===== config.mk =====
export PLATFORM = sky130hd
export DESIGN_NAME = dsi_packet_assembler_flat
export DESIGN_NICKNAME = d
export VERILOG_FILES = /design/src/rtl/dsi_packet_assembler_pkg.sv /design/src/rtl/dsi_packet_assembler_if.sv /design/src/rtl/dsi_crc16_word.sv /design/src/rtl/dsi_packet_assembler.sv /design/src/flat_wrapper.sv
export SDC_FILE = /design/constraint.sdc
export NUM_CORES = 1
export LEC_CHECK = 0
export CORE_MARGIN = 2
export CORE_UTILIZATION = 46
export DETAILED_ROUTE_END_ITERATION = 12
export GPL_ROUTABILITY_DRIVEN = 0
export PLACE_DENSITY_LB_ADDON = 0.1
export SYNTH_ARGS = -nofsm -noshare
export SYNTH_HDL_FRONTEND = slang
export SYNTH_SLANG_ARGS = --single-unit

===== constraint.sdc =====
create_clock -name clk_sys -period 3.8 [get_ports clk_sys]
set_input_delay 0.38 -clock clk_sys [delete_from_list [all_inputs] [get_ports clk_sys]]
set_output_delay 0.38 -clock clk_sys [all_outputs]
set_load 0.02 [all_outputs]

===== src/rtl/dsi_packet_assembler_pkg.sv =====
// Shared types and arithmetic for the DSI packet assembler: FSM states,
// header ECC and the byte-serial CRC-16 used on long-packet payloads.
package dsi_pkg;

   typedef enum logic [1:0] {
      ST_IDLE,
      ST_HEADER,
      ST_PAYLOAD,
      ST_CRC_TAIL
   } dsi_state_t;

   localparam logic [15:0] CRC_SEED = 16'hFFFF;
   localparam logic [15:0] CRC_POLY = 16'h8408;

   // Hamming parity over {WC, DI}; bit 0 of d is DI[0]. Upper two bits stay zero.
   function automatic logic [7:0] dsi_ecc(input logic [23:0] d);
      logic [7:0] e;
      e    = 8'h00;
      e[0] = d[0]^d[1]^d[2]^d[4]^d[5]^d[7]^d[10]^d[11]^d[13]^d[16]^d[20]^d[21]^d[22]^d[23];
      e[1] = d[0]^d[1]^d[3]^d[4]^d[6]^d[8]^d[10]^d[12]^d[14]^d[17]^d[20]^d[21]^d[22]^d[23];
      e[2] = d[0]^d[2]^d[3]^d[5]^d[6]^d[9]^d[11]^d[12]^d[15]^d[18]^d[20]^d[21]^d[22];
      e[3] = d[1]^d[2]^d[3]^d[7]^d[8]^d[9]^d[13]^d[14]^d[15]^d[19]^d[20]^d[21]^d[23];
      e[4] = d[4]^d[5]^d[6]^d[7]^d[8]^d[9]^d[16]^d[17]^d[18]^d[19]^d[20]^d[22]^d[23];
      e[5] = d[10]^d[11]^d[12]^d[13]^d[14]^d[15]^d[16]^d[17]^d[18]^d[19]^d[21]^d[22]^d[23];
      return e;
   endfunction

   function automatic logic [15:0] dsi_crc16_byte(input logic [15:0] crc, input logic [7:0] data);
      logic [15:0] c;
      c = crc ^ {8'h00, data};
      for (int i = 0; i < 8; i++) begin
         c = c[0] ? ((c >> 1) ^ CRC_POLY) : (c >> 1);
      end
      return c;
   endfunction

endpackage


===== src/rtl/dsi_packet_assembler_if.sv =====
// Word interface between the packet assembler (master) and the lanes
// controller (slave); data_rqst is the controller's consume strobe.
interface dsi_packet_assembler_if;
   logic [31:0] write_data;
   logic [3:0]  write_strb;
   logic        write_rqst;
   logic        last_word;
   logic        data_rqst;

   modport master (
      output write_data, write_strb, write_rqst, last_word,
      input  data_rqst
   );

   modport slave (
      input  write_data, write_strb, write_rqst, last_word,
      output data_rqst
   );
endinterface


===== src/rtl/dsi_crc16_word.sv =====
// Folds up to four bytes of a payload word into the running CRC-16,
// byte 0 first, skipping bytes whose enable is low.
module dsi_crc16_word
   import dsi_pkg::*;
(
   input  logic [15:0] crc_in,
   input  logic [31:0] data,
   input  logic [3:0]  byte_en,
   output logic [15:0] crc_out
);
   logic [15:0] c;

   always_comb begin
      c = crc_in;
      for (int i = 0; i < 4; i++) begin
         if (byte_en[i]) c = dsi_crc16_byte(c, data[8*i +: 8]);
      end
      crc_out = c;
   end
endmodule


===== src/rtl/dsi_packet_assembler.sv =====
// Assembles DSI short/long packets (header+ECC, payload, CRC-16) into
// byte-exact 32-bit words for the lanes controller.
module dsi_packet_assembler
   import dsi_pkg::*;
(
   input  logic                   clk_sys,
   input  logic                   rst_n,
   input  logic                   cmd_valid,
   output logic                   cmd_ready,
   input  logic [7:0]             cmd_data_id,
   input  logic [15:0]            cmd_word_count,
   input  logic                   cmd_long,
   input  logic [31:0]            pld_data,
   input  logic                   pld_valid,
   output logic                   pld_ready,
   output logic                   busy,
   output logic                   pld_underflow,
   dsi_packet_assembler_if.master iface
);
   dsi_state_t  state;
   logic [31:0] out_data;
   logic [3:0]  out_strb;
   logic        out_rqst;
   logic        out_last;
   logic [15:0] crc;
   logic [15:0] crc_next;
   logic [15:0] remaining;
   logic [1:0]  wc_lsb;
   logic [3:0]  load_mask;
   logic [15:0] load_count;
   logic [31:0] load_data;
   logic [3:0]  load_strb;
   logic        load_last;
   logic        consume;
   logic        needs_payload;
   logic        payload_retry;

   assign iface.write_data = out_data;
   assign iface.write_strb = out_strb;
   assign iface.write_rqst = out_rqst;
   assign iface.last_word  = out_last;

   assign consume       = out_rqst & iface.data_rqst;
   assign needs_payload = ((state == ST_HEADER) || (state == ST_PAYLOAD)) && (remaining != 16'd0);
   assign payload_retry = (state == ST_PAYLOAD) && !out_rqst;
   assign pld_ready     = (consume | payload_retry) & needs_payload & pld_valid;
   assign cmd_ready     = (state == ST_IDLE);
   assign busy          = (state != ST_IDLE);

   dsi_crc16_word u_crc (
      .crc_in  (crc),
      .data    (pld_data),
      .byte_en (load_mask),
      .crc_out (crc_next)
   );

   // The final 1..3 payload bytes share their word with the leading CRC bytes.
   always_comb begin
      load_mask  = 4'hF;
      load_count = 16'd4;
      load_data  = pld_data;
      load_strb  = 4'hF;
      load_last  = 1'b0;
      case (remaining)
         16'd1: begin
            load_mask  = 4'h1;
            load_count = 16'd1;
            load_data  = {8'h00, crc_next, pld_data[7:0]};
            load_strb  = 4'h7;
            load_last  = 1'b1;
         end
         16'd2: begin
            load_mask  = 4'h3;
            load_count = 16'd2;
            load_data  = {crc_next, pld_data[15:0]};
            load_last  = 1'b1;
         end
         16'd3: begin
            load_mask  = 4'h7;
            load_count = 16'd3;
            load_data  = {crc_next[7:0], pld_data[23:0]};
         end
         default: ;
      endcase
   end

   always_ff @(posedge clk_sys or negedge rst_n) begin
      if (!rst_n) begin
         state         <= ST_IDLE;
         out_data      <= 32'h0;
         out_strb      <= 4'h0;
         out_rqst      <= 1'b0;
         out_last      <= 1'b0;
         crc           <= CRC_SEED;
         remaining     <= 16'd0;
         wc_lsb        <= 2'b00;
         pld_underflow <= 1'b0;
      end else begin
         pld_underflow <= 1'b0;
         if (state == ST_IDLE) begin
            if (cmd_valid) begin
               state     <= ST_HEADER;
               out_data  <= {dsi_ecc({cmd_word_count, cmd_data_id}), cmd_word_count, cmd_data_id};
               out_strb  <= 4'hF;
               out_rqst  <= 1'b1;
               out_last  <= !cmd_long;
               crc       <= CRC_SEED;
               remaining <= cmd_long ? cmd_word_count : 16'd0;
               wc_lsb    <= cmd_word_count[1:0];
            end
         end else if (consume && out_last) begin
            state    <= ST_IDLE;
            out_data <= 32'h0;
            out_strb <= 4'h0;
            out_rqst <= 1'b0;
            out_last <= 1'b0;
         end else if (needs_payload && (consume || payload_retry)) begin
            if (pld_valid) begin
               state     <= ST_PAYLOAD;
               out_data  <= load_data;
               out_strb  <= load_strb;
               out_rqst  <= 1'b1;
               out_last  <= load_last;
               crc       <= crc_next;
               remaining <= remaining - load_count;
            end else if (consume) begin
               state         <= ST_PAYLOAD;
               out_rqst      <= 1'b0;
               pld_underflow <= 1'b1;
            end
         end else if (consume) begin
            // Payload exhausted without its CRC fully sent: emit the tail word.
            state    <= ST_CRC_TAIL;
            out_last <= 1'b1;
            if (wc_lsb == 2'b11) begin
               out_data <= {24'h0, crc[15:8]};
               out_strb <= 4'h1;
            end else begin
               out_data <= {16'h0, crc};
               out_strb <= 4'h3;
            end
         end
      end
   end
endmodule

===== src/flat_wrapper.sv =====
// flat-port wrapper written by rule: the top's interface ports become plain ports
module dsi_packet_assembler_flat import dsi_pkg::*;
  (clk_sys, rst_n, cmd_valid, cmd_ready, cmd_data_id, cmd_word_count, cmd_long, pld_data, pld_valid, pld_ready, busy, pld_underflow, iface_write_data, iface_write_strb, iface_write_rqst, iface_last_word, iface_data_rqst);
  dsi_packet_assembler_if iface_i ();
  input  logic clk_sys;
  input  logic rst_n;
  input  logic cmd_valid;
  output logic cmd_ready;
  input  logic [7:0] cmd_data_id;
  input  logic [15:0] cmd_word_count;
  input  logic cmd_long;
  input  logic [31:0] pld_data;
  input  logic pld_valid;
  output logic pld_ready;
  output logic busy;
  output logic pld_underflow;
  output wire logic [$bits(iface_i.write_data)-1:0] iface_write_data;
  output wire logic [$bits(iface_i.write_strb)-1:0] iface_write_strb;
  output wire logic [$bits(iface_i.write_rqst)-1:0] iface_write_rqst;
  output wire logic [$bits(iface_i.last_word)-1:0] iface_last_word;
  input wire logic [$bits(iface_i.data_rqst)-1:0] iface_data_rqst;
  assign iface_write_data = iface_i.write_data;
  assign iface_write_strb = iface_i.write_strb;
  assign iface_write_rqst = iface_i.write_rqst;
  assign iface_last_word = iface_i.last_word;
  assign iface_i.data_rqst = iface_data_rqst;
  dsi_packet_assembler u_core (.clk_sys(clk_sys), .rst_n(rst_n), .cmd_valid(cmd_valid), .cmd_ready(cmd_ready), .cmd_data_id(cmd_data_id), .cmd_word_count(cmd_word_count), .cmd_long(cmd_long), .pld_data(pld_data), .pld_valid(pld_valid), .pld_ready(pld_ready), .busy(busy), .pld_underflow(pld_underflow), .iface(iface_i));
endmodule

==> results.toml <==
[cells_and_area]
fin_util_pct = 61.9
final_layout_size_suffix_gt1_share_pct = 18.9
num_antenna_cells = 0
layout.area.seq_um2 = 1900
fill_cells = 1465
multi_input_area_um2 = 5320
fin_nets = 1129
syn2layout_area_growth_pct = 31.2

[clock_network]
clock_path_buffers = 2
clock_latency_ps = 350
cts_made_buffers = 9
path_clk_slew_ps = 60
cts_sinks = 75
post_cts_buffers = 0
postCtsHoldBufs = 0
clockRootBuffer = "clkbuf_16"
cts-htree-levels = 3
cts_tree = "built"

[synth]
syn_area_um2 = 7490
synth-edff-count = 0
synth_cells = 875
yosysWarnings = 0
synth-main-ff-cell = "dfrtp_1"
syn-num-nets = 943
syn_avg_cell_area_um2 = 8.56
ys_ff_latch = 75
synthDistinctLibCells = 78
yosysSeqAreaShare_pct = 25.3
async_reset_ff_share_pct = 100

[global_route]
grt_max_degree = 76
grt_pass1_wl_mm = 43.6
globalRouteOverflowTotal = 0
grtUsageTotal_pct = 33.0
antenna_found_initial = 0
grt_pass1_vias = 7258

[timing]
period_share_pct = 97.1
final.setup_skew_ps = 11.3
finalSetupViolations = 0
final.min_clock_period_ps = 3690
tightest_slew_ps = 1020
hold_ws_ps = 203
slew_headroom_pct = 32.1
finalMaxSlewViolations = 0
rsz0062_at_grt = "no"
final_hold_viol_count = 0
max_freq_mhz = 271

[detailed_routing]
routed_via_density = 5.92
num_vias = 7587
dr.pass1.iters = 5
wl_per_cell_um = 22.4
drt-initial-drc-count = 887
wl_mm = 28.7
ant_nets = 0
post-route-drc-count = 0

[critical_path]
cp-end-kind = "flip-flop"
r2r-start = "u_core.remaining[9]"
crit_fanout = 13
cp.required_ps = 4060
reg2reg_to = "u_core.crc[2]"
cp-start-kind = "flip-flop"
reg2regPathDepth = 12
rrSetupSlack_ps = 110
critPathArrivalTime_ps = 3950
crit_type = "reg -> reg"

[floorplanning]
io_pins = 104
placementRows = 46
initial_core_util_pct = 47.1
core-area_um2 = 15900
dieArea_um2 = 17300
die_h_um = 132
die_w_um = 132

[run]
max_cap_viol_count = 0

[outcome]
status = "complete, no violations"

[place]
portBuffers = 103
dp.final_hpwl_mm = 22.3

[min_path]
hp-class = "in -> async"
-- how the worst max path moves through the flow --
stage	from	end	slack, ps	cells after the start
after floorplan	u_core.remaining[8]	u_core.remaining[12]	80	17
after global placement	pld_data[1]	u_core.crc[3]	-50	11
after detailed placement	pld_data[1]	u_core.crc[3]	-100	11
after CTS	u_core.remaining[6]	u_core.crc[2]	150	12
after global routing	u_core.remaining[9]	u_core.crc[3]	30	11
final	u_core.remaining[9]	u_core.crc[2]	110	12
-- routing by layer --
metal / routed length [um] / GRT usage, %
met2: 12900 / 51.2
met1: 12100 / 45.5
met3: 2810 / 7.41
met5: 0 / 0
met4: 917 / 10.9
-- per-stage QoR --
step	instances	setup WS [ps]	setup TNS, ps	cell area, um2
6_report	1282	111	0	9830
4_1_cts	1282	149	0	9790
3_5_place_dp	1266	-96.0	-571	9530
2_1_floorplan	875	81.4	0	7490
3_3_place_gp	1266	-54.4	-75.1	9530
5_1_grt	1282	29.6	0	9830
-- sequential cells by signal (all words and copies together), names as in the netlist --
name and count:
u_core.crc 16, u_core.iface.last_word 1, u_core.iface.write_data 32, u_core.iface.write_rqst 1, u_core.iface.write_strb 4, u_core.pld_underflow 1, u_core.remaining 16, u_core.state 2
u_core.wc_lsb 2
-- cells in the final DEF, fill, tap and decap left out, types with 9 or more instances in the layout --
cell	n
buf_4	127
clkdlybuf4s50_1	102
xnor2_1	95
nor2_1	88
nand2_1	88
o21ai_0	84
a21oi_1	64
dfrtp_1	59
xor2_1	29
nor3_1	25
xnor3_1	23
mux2i_1	21
nand3_1	17
a221oi_1	17
dfstp_2	16
inv_1	10
a31oi_1	9
or3_1	9
clkbuf_16	9
-- what timing repair did --
action | 4_1_cts | 5_1_grt
endpoints found under the setup margin | 0 | 20
resized for setup | 0 | 5
endpoints found under the hold margin | 0 | 0
-- cell families (layout without fill, tap and decap cells) --
kind of cell               Yosys count  after routing  share of synthesized area [%]
AOI/OAI and AO/OA                  248            248                           20.5
xor gates and xnor gates           170            170                           27.4
adders and majority gates            6              6                           1.10
buffers and inverters               69            260                           4.23
DFF                                 75             75                           25.3
muxes                               28             28                           4.01
and+or+nand+nor                    279            279                           17.4
-- cell usage after synthesis, drive strengths merged, types with 3 or more instances --
master / count / area share, %
a211o: 3 / 0.35
a211oi: 8 / 0.80
a21o: 3 / 0.30
a21oi: 65 / 4.4
a221oi: 17 / 2.0
a22oi: 8 / 0.80
a31oi: 9 / 0.75
and2: 8 / 0.67
and3: 6 / 0.58
buf: 9 / 0.84
clkbuf: 47 / 2.6
dfrtp: 59 / 20
dfstp: 16 / 5.6
ha: 5 / 0.84
inv: 10 / 0.50
mux2: 6 / 0.90
mux2i: 22 / 3.1
nand2: 90 / 4.6
nand2b: 4 / 0.33
nand3: 17 / 1.1
nand4: 4 / 0.33
nor2: 89 / 4.5
nor2b: 4 / 0.33
nor3: 27 / 1.9
nor4: 8 / 0.84
o211a: 3 / 0.40
o211ai: 6 / 0.60
o21a: 7 / 0.80
o21ai: 88 / 5.9
o221ai: 7 / 0.82
o22a: 3 / 0.35
o22ai: 8 / 0.67
or3: 10 / 0.90
xnor2: 105 / 13
xnor3: 27 / 8.2
xor2: 33 / 4.2
xor3: 5 / 1.6
-- final cells by class --
type	count	share of cell area, %
Timing Repair Buffer	232	20.7
Sequential cell	75	19.3
Inverter	12	0.458
Clock buffer	11	2.37
Clock inverter	5	0.306
Tap cell	216	2.75
Multi-Input combinational cell	731	54.1
-- worst max-delay path, cell delays in order, from the launching register on --
cell and delay (ps):
dfrtp_1 430, nor4_2 500, and4_1 490, buf_4 220
nand2_4 50, buf_4 220, nand2_1 90, xnor2_1 250
xor3_1 500, mux2i_1 270, xnor2_1 210, nor4b_1 270
nor3_1 90
Power is left out: the tool's default activity adds up to more than one toggle a clock period on the data nets, which glitch-free logic cannot reach.
